### src/rtl/bp_fe_bht_gshare.sv
`default_nettype none
// ============================================================================
// Module   : bp_fe_bht_gshare
// Purpose  : Front-end branch history table of saturating counters. The table
//            index is the PC index, optionally XOR-hashed with a speculative
//            global history register (gshare). A prediction is registered one
//            cycle after a lookup, together with the history snapshot that
//            formed it, so the back end can train the same entry later.
//            After reset a sweep FSM writes the init value into every entry.
// Ports    : clk_i, reset_i            clock, synchronous active-high reset
//            init_done_o               table swept, lookups/updates accepted
//            r_v_i, r_idx_i            lookup request and PC index
//            predict_v_o/taken_o/ghist_o  registered prediction + history used
//            w_v_i, w_idx_i, w_ghist_i, w_taken_i, w_mispredict_i
//                                      resolved-branch update and repair
// Revision : 1.0  initial release
// ============================================================================
module bp_fe_bht_gshare #(
    parameter int bht_idx_width_p = 9,
    parameter int ctr_width_p     = 2,
    parameter int ghist_width_p   = 8,
    parameter int hash_mode_p     = 1
) (
    input  logic                       clk_i,
    input  logic                       reset_i,
    output logic                       init_done_o,

    input  logic                       r_v_i,
    input  logic [bht_idx_width_p-1:0] r_idx_i,
    output logic                       predict_v_o,
    output logic                       predict_taken_o,
    output logic [ghist_width_p-1:0]   predict_ghist_o,

    input  logic                       w_v_i,
    input  logic [bht_idx_width_p-1:0] w_idx_i,
    input  logic [ghist_width_p-1:0]   w_ghist_i,
    input  logic                       w_taken_i,
    input  logic                       w_mispredict_i
);

    localparam int c_ELS = 1 << bht_idx_width_p;

    // Weakly not-taken: MSB clear, all lower bits set.
    localparam logic [ctr_width_p-1:0] c_CTR_INIT = {1'b0, {(ctr_width_p-1){1'b1}}};
    localparam logic [ctr_width_p-1:0] c_CTR_MAX  = {ctr_width_p{1'b1}};
    localparam logic [ctr_width_p-1:0] c_CTR_MIN  = '0;
    localparam logic [ctr_width_p-1:0] c_CTR_ONE  = ctr_width_p'(1);

    localparam logic [bht_idx_width_p-1:0] c_IDX_LAST = {bht_idx_width_p{1'b1}};
    localparam logic [bht_idx_width_p-1:0] c_IDX_ONE  = bht_idx_width_p'(1);

    localparam logic [0:0] c_ST_INIT  = 1'b0;
    localparam logic [0:0] c_ST_READY = 1'b1;

    logic [ctr_width_p-1:0]     r_mem [c_ELS];
    logic [0:0]                 r_state;
    logic [bht_idx_width_p-1:0] r_init_idx;
    logic [ghist_width_p-1:0]   r_ghist;
    logic                       r_predict_v;
    logic                       r_predict_taken;
    logic [ghist_width_p-1:0]   r_predict_ghist;

    logic                       w_ready;
    logic                       w_lookup;
    logic                       w_update;
    logic [bht_idx_width_p-1:0] w_r_hash;
    logic [bht_idx_width_p-1:0] w_w_hash;
    logic [ctr_width_p-1:0]     w_ctr_old;
    logic [ctr_width_p-1:0]     w_ctr_new;
    logic                       w_pred_bit;
    logic [ghist_width_p-1:0]   w_ghist_shift;
    logic [ghist_width_p-1:0]   w_ghist_repair;

    assign w_ready  = (r_state == c_ST_READY);
    assign w_lookup = w_ready & r_v_i;
    assign w_update = w_ready & w_v_i;

    // ------------------------------------------------------------------
    // Index hash. History is zero-extended into the low index bits.
    // ------------------------------------------------------------------
    generate
        if (hash_mode_p != 0) begin : g_hash_gshare
            assign w_r_hash = r_idx_i ^ bht_idx_width_p'(r_ghist);
            assign w_w_hash = w_idx_i ^ bht_idx_width_p'(w_ghist_i);
        end else begin : g_hash_bimodal
            assign w_r_hash = r_idx_i;
            assign w_w_hash = w_idx_i;
        end
    endgenerate

    // ------------------------------------------------------------------
    // Saturating counter update for the resolved branch.
    // ------------------------------------------------------------------
    assign w_ctr_old = r_mem[w_w_hash];

    always_comb begin
        w_ctr_new = w_ctr_old;
        if (w_taken_i) begin
            if (w_ctr_old != c_CTR_MAX) begin
                w_ctr_new = w_ctr_old + c_CTR_ONE;
            end
        end else begin
            if (w_ctr_old != c_CTR_MIN) begin
                w_ctr_new = w_ctr_old - c_CTR_ONE;
            end
        end
    end

    // Write-first: a same-cycle update to the looked-up entry is forwarded
    // so the prediction never sees a stale counter.
    always_comb begin
        w_pred_bit = r_mem[w_r_hash][ctr_width_p-1];
        if (w_update && (w_w_hash == w_r_hash)) begin
            w_pred_bit = w_ctr_new[ctr_width_p-1];
        end
    end

    // ------------------------------------------------------------------
    // Next-history candidates: speculative shift and mispredict repair.
    // ------------------------------------------------------------------
    generate
        if (ghist_width_p > 1) begin : g_hist_wide
            assign w_ghist_shift  = {r_ghist[ghist_width_p-2:0], w_pred_bit};
            assign w_ghist_repair = {w_ghist_i[ghist_width_p-2:0], w_taken_i};
        end else begin : g_hist_one
            assign w_ghist_shift  = w_pred_bit;
            assign w_ghist_repair = w_taken_i;
        end
    endgenerate

    // ------------------------------------------------------------------
    // Control: sweep FSM, history register, prediction registers.
    // ------------------------------------------------------------------
    always_ff @(posedge clk_i) begin
        if (reset_i) begin
            r_state         <= c_ST_INIT;
            r_init_idx      <= '0;
            r_ghist         <= '0;
            r_predict_v     <= 1'b0;
            r_predict_taken <= 1'b0;
            r_predict_ghist <= '0;
        end else begin
            r_predict_v <= w_lookup;
            case (r_state)
                c_ST_INIT: begin
                    r_init_idx <= r_init_idx + c_IDX_ONE;
                    if (r_init_idx == c_IDX_LAST) begin
                        r_state <= c_ST_READY;
                    end
                end
                default: begin
                    if (w_lookup) begin
                        r_predict_taken <= w_pred_bit;
                        r_predict_ghist <= r_ghist;
                    end
                    // Repair wins over the speculative shift; the lookup
                    // above still reports the pre-repair history.
                    if (w_update && w_mispredict_i) begin
                        r_ghist <= w_ghist_repair;
                    end else if (w_lookup) begin
                        r_ghist <= w_ghist_shift;
                    end
                end
            endcase
        end
    end

    // Counter storage: no reset, the sweep initialises it.
    always_ff @(posedge clk_i) begin
        if (r_state == c_ST_INIT) begin
            r_mem[r_init_idx] <= c_CTR_INIT;
        end else if (w_update) begin
            r_mem[w_w_hash] <= w_ctr_new;
        end
    end

    assign init_done_o     = w_ready;
    assign predict_v_o     = r_predict_v;
    assign predict_taken_o = r_predict_taken;
    assign predict_ghist_o = r_predict_ghist;

endmodule
`default_nettype wire

### config.mk
export PLATFORM = sky130hd
export DESIGN_NAME = bp_fe_bht_gshare
export DESIGN_NICKNAME = d
export VERILOG_FILES = /design/src/rtl/bp_fe_bht_gshare.sv
export SDC_FILE = /design/constraint.sdc
export NUM_CORES = 2
export LEC_CHECK = 0
export ABC_CLOCK_PERIOD_IN_PS = 34000
export BUFFER_PORTS_ARGS = -buffer_cell sky130_fd_sc_hd__buf_2
export CAP_MARGIN = 20
export CORE_MARGIN = 5
export CORE_UTILIZATION = 39
export DETAILED_ROUTE_END_ITERATION = 10
export GPL_TIMING_DRIVEN = 0
export PLACE_DENSITY_LB_ADDON = 0.2
export SKIP_CTS_REPAIR_TIMING = 1
export SYNTH_ARGS = -nofsm -noshare
export SYNTH_HDL_FRONTEND = slang
export SYNTH_SLANG_ARGS = --single-unit
### constraint.sdc
create_clock -name clk_i -period 34 [get_ports clk_i]
set_input_delay 3.4 -clock clk_i [delete_from_list [all_inputs] [get_ports clk_i]]
set_output_delay 3.4 -clock clk_i [all_outputs]
set_load 0.05 [all_outputs]
==> results.txt <==
----------------------------------------------------
[Synthesis]
  Leading register cell type out of synthesis ... edfxtp_1
  Post-synthesis cell area ... 48,100 um^2
  Gate Count Post-Synth ... 3,041
  Top cell type's share of synthesized area ... 63.9%
  Syn_area_per_cell ... about 16 um^2
  Async set-reset flop share out of synthesis ... 0%
  Leading area contributor after synthesis ... edfxtp_1
  Area contributors post-synth ... edfxtp_1 64%, mux4_2 16%, nor2_1 4.6%
  Post-synthesis cell type count ... 78
  Sequential fraction of the synthesis area ... 65.1%
  Yosys warning count ... 0
  Number of synthesized register bits ... ~1,100
  Post-Syn Nets ... 3,075
  Number of synthesized flops with an enable pin ... 1,024

[Finish]
  Fillers ... 10,761
  Final std cell area, no fill ... about 56,000 um^2
  Most used cells in the layout excluding fill and tap cells ... 1,024 x edfxtp_1, 584 x nor2_1, 341 x mux4_2, 267 x nand2_1, 117 x clkbuf_1
  Final net count ... between 3,000 and 4,000
  Utilization after layout ... 45.6%
  Ratio of cells with drive above 1 in the final layout ... a little under a quarter
  Layout area overhead ... 15.9%
  Leading cell type in the layout, fill and taps excluded ... edfxtp_1

[Detailed routing]
  WL per Instance ... ~40 um
  Antenna Violating Nets Remaining ... 0
  Via count of the routed design ... 33,060
  Number of search-and-repair iterations in the first detailed-routing pass ... 6
  Vias per inst ... approximately 6.6
  Detailed-route DRC error count ... 0
  First-iteration detailed-routing DRC count ... 6,009
  Aggregate routed wire length ... 202,000 um

[Power]
  Clk pwr share ... roughly two fifths
  Maximum resistive drop on vdd ... roughly 0.042 mV
  Total power density per cell area ... 53.9 nW/um^2
  Switch share ... a little over a quarter
  Sequential Power Share ... a little under half
  Internal power component ... 2.21 mW
  Net Sw Power ... 0.789 mW
  Overall power consumption ... 3.00 mW
  Static Leakage ... approximately 19 nW
  Power share of the combinational group ... 11.9%

[Clocking]
  H-Tree Level Count ... 3
  Clk Latency, worst-skew pair ... 0.73 ns
  # clock sinks ... 1,052
  Longest Clk Path Bufs ... 3
  Number of clock buffers inserted by TritonCTS ... between 100 and 150
  Clock root buffer master ... clkbuf_16
  CTS tree ... yes
  Clock-pin slew of the registers on the worst-case setup and hold paths ... 0.06 ns

[Global route]
  Aggregate global routing overflow ... 0
  Wire length of the first global-routing pass ... around 270,000 um
  Global Route Usage Sum ... between 30 and 40%
  Pin count of the biggest net entering global routing ... 42
  Vias in the first global route ... around 32,000
  Number of antenna violations at the first check in global routing ... 11

[Status]
  Outcome ... complete, no violations

[Floorplan]
  Total die area ... approximately 130,000 um^2
  Die width ... 361 um
  Num rows ... between 100 and 150
  Io pins ... 43
  Area of the core region ... 122,000 um^2
  Vertical die dimension ... 361 um
  Starting Density ... 39.4%

[Timing]
  Max Clk Rate ... 0.105 GHz
  Setup-violating endpoint count in the final report ... 0
  Slack of the critical path ... 24.44 ns
  Final clock period utilization by the worst path ... ~28%
  Tmin final ... 9.56 ns
  Max-slew violation count ... 0
  Worst-case headroom to the max-slew limit ... 14.4%
  Final clock skew ... approximately 0.035 ns
  Pin slew with the least headroom to its limit ... 1.28 ns
  Setup repair after global routing missed its margin ... false
  Total negative slack for setup checks ... 0 ns
  Number of hold violations in the final report ... 0

[Worst setup path]
  Highest net fanout along the worst path ... 41
  Longest individual stage delay on the worst path ... 0.93 ns
  Category of the most critical setup path ... input port to register
  Data arrival at the endpoint of the critical path ... 10.11 ns
  CP endpoint kind ... register
  Most frequent cell on the critical path ... buf_12
  Cell-by-cell listing of the critical path ... buf_2 > xor2_1 > buf_4 > buf_2 > buf_4 > clkbuf_1 > o21ai_0 > nand2b_1 > nand4_1 > o21bai_1 > o21a_1 > o21ai_1 > a21oi_1 > o21ai_4 > buf_16 > buf_12 > buf_12 > buf_12 > buf_12
  Critical Path RT ... approximately 35 ns
  Worst-path cell with the longest stage delay ... clkbuf_1
  Critical path launch point type ... input port

[Min path]
  Worst hold path class ... register to register

[Place]
  Cell Area, Placed ... 52,000 um^2
  Count of buffers from port buffering ... 41
  Worst slack after detailed placement ... 24.02 ns
  Final weighted congestion of routability-driven global placement ... about 0.98
  Final HPWL DP ... 143,000 um

[Flow run]
  Number of violations of the max-capacitance limit ... 0

----------------------------------------------------
[kinds of logic after synthesis]
logic type	Yosys count	share of synthesized area, %
compound gates	231	3.45
xor+xnor	40	0.814
fa+ha+maj	2	0.0520
buf+inv	230	2.91
flops	1052	65.1
mux	443	18.7
simple gates	1043	8.96
[cell usage after synthesis, types with 20 or more instances]
master	count
buf_2	41
nor3_1	22
xnor2_1	20
nand3_1	79
dfxtp_1	28
mux4_2	341
clkbuf_1	109
mux2i_1	82
nand4_1	30
o22ai_1	34
buf_4	34
a21oi_1	31
nand2_1	267
buf_6	21
nor2_1	585
edfxtp_1	1024
a22oi_1	21
[cell type report]
cell class / instances / area, um^2 / area share [%]
Sequential cell: 1052 / 31300 / 56.2
Multi-Input combinational cell: 1759 / 15500 / 27.8
Clock buffer: 129 / 2910 / 5.22
Tap cell: 1625 / 2030 / 3.65
Timing Repair Buffer: 130 / 1820 / 3.27
Buffer: 227 / 1400 / 2.51
Clock inverter: 79 / 738 / 1.32
Antenna cell: 8 / 20.0 / 0.0359
Inverter: 3 / 11.3 / 0.0202
[metal layers]
metal | GRT usage, % | share of wire, % | vias to the layer above
met5 | 0 | 0.017 | -
met4 | 15.2 | 6.1 | 6
met3 | 9.73 | 14 | 569
met2 | 45.0 | 44 | 2743
met1 | 40.1 | 37 | 17211
li1 | - | - | 12531
[final timing paths]
| path | start | end | slack, ns | cells past startpoint |
|---|---|---|---|---|
| worst max-delay path | w_ghist_i[2] | r_mem[419][0] | 24.44 | 19 |
| worst min-delay path | predict_ghist_o[4] | predict_ghist_o[4] | 0.45 | 2 |
| worst max register to register | r_ghist[1] | r_ghist[0] | 29.11 | 12 |
| worst min register to register | predict_ghist_o[4] | predict_ghist_o[4] | 0.45 | 2 |
[critical path: cells and delay by family]
kind | cells | cell delay, ns
compound gates | 6 | 1.70
xor+xnor | 1 | 0.90
buf+inv | 10 | 3.64
simple gates | 2 | 0.32
[through the flow]
| step | hold WS [ns] | instances |
|---|---|---|
| floorplan | 0.457 | 3041 |
| global route | 0.474 | 5004 |
| global placement | 0.446 | 4707 |
| finish | 0.453 | 5012 |
| detailed placement | 0.448 | 4794 |
| CTS | 0.456 | 5002 |
[sequential cells by signal (all words and copies together), names as in the netlist]
name             cells
r_init_idx           9
predict_ghist_o      8
r_ghist              8
r_mem             1024
predict_taken_o      1
init_done_o          1
predict_v_o          1
[power by group through the flow]
stage	Clock, mW	Combinational [mW]	Sequential, mW
final	1.24	0.356	1.40
after detailed placement	0	0.340	1.43
after floorplan	0	0.170	1.43
after global routing	1.30	0.352	1.40
after global placement	0	0.331	1.43
after CTS	1.25	0.341	1.40
Power figures use the tool's default switching activity.
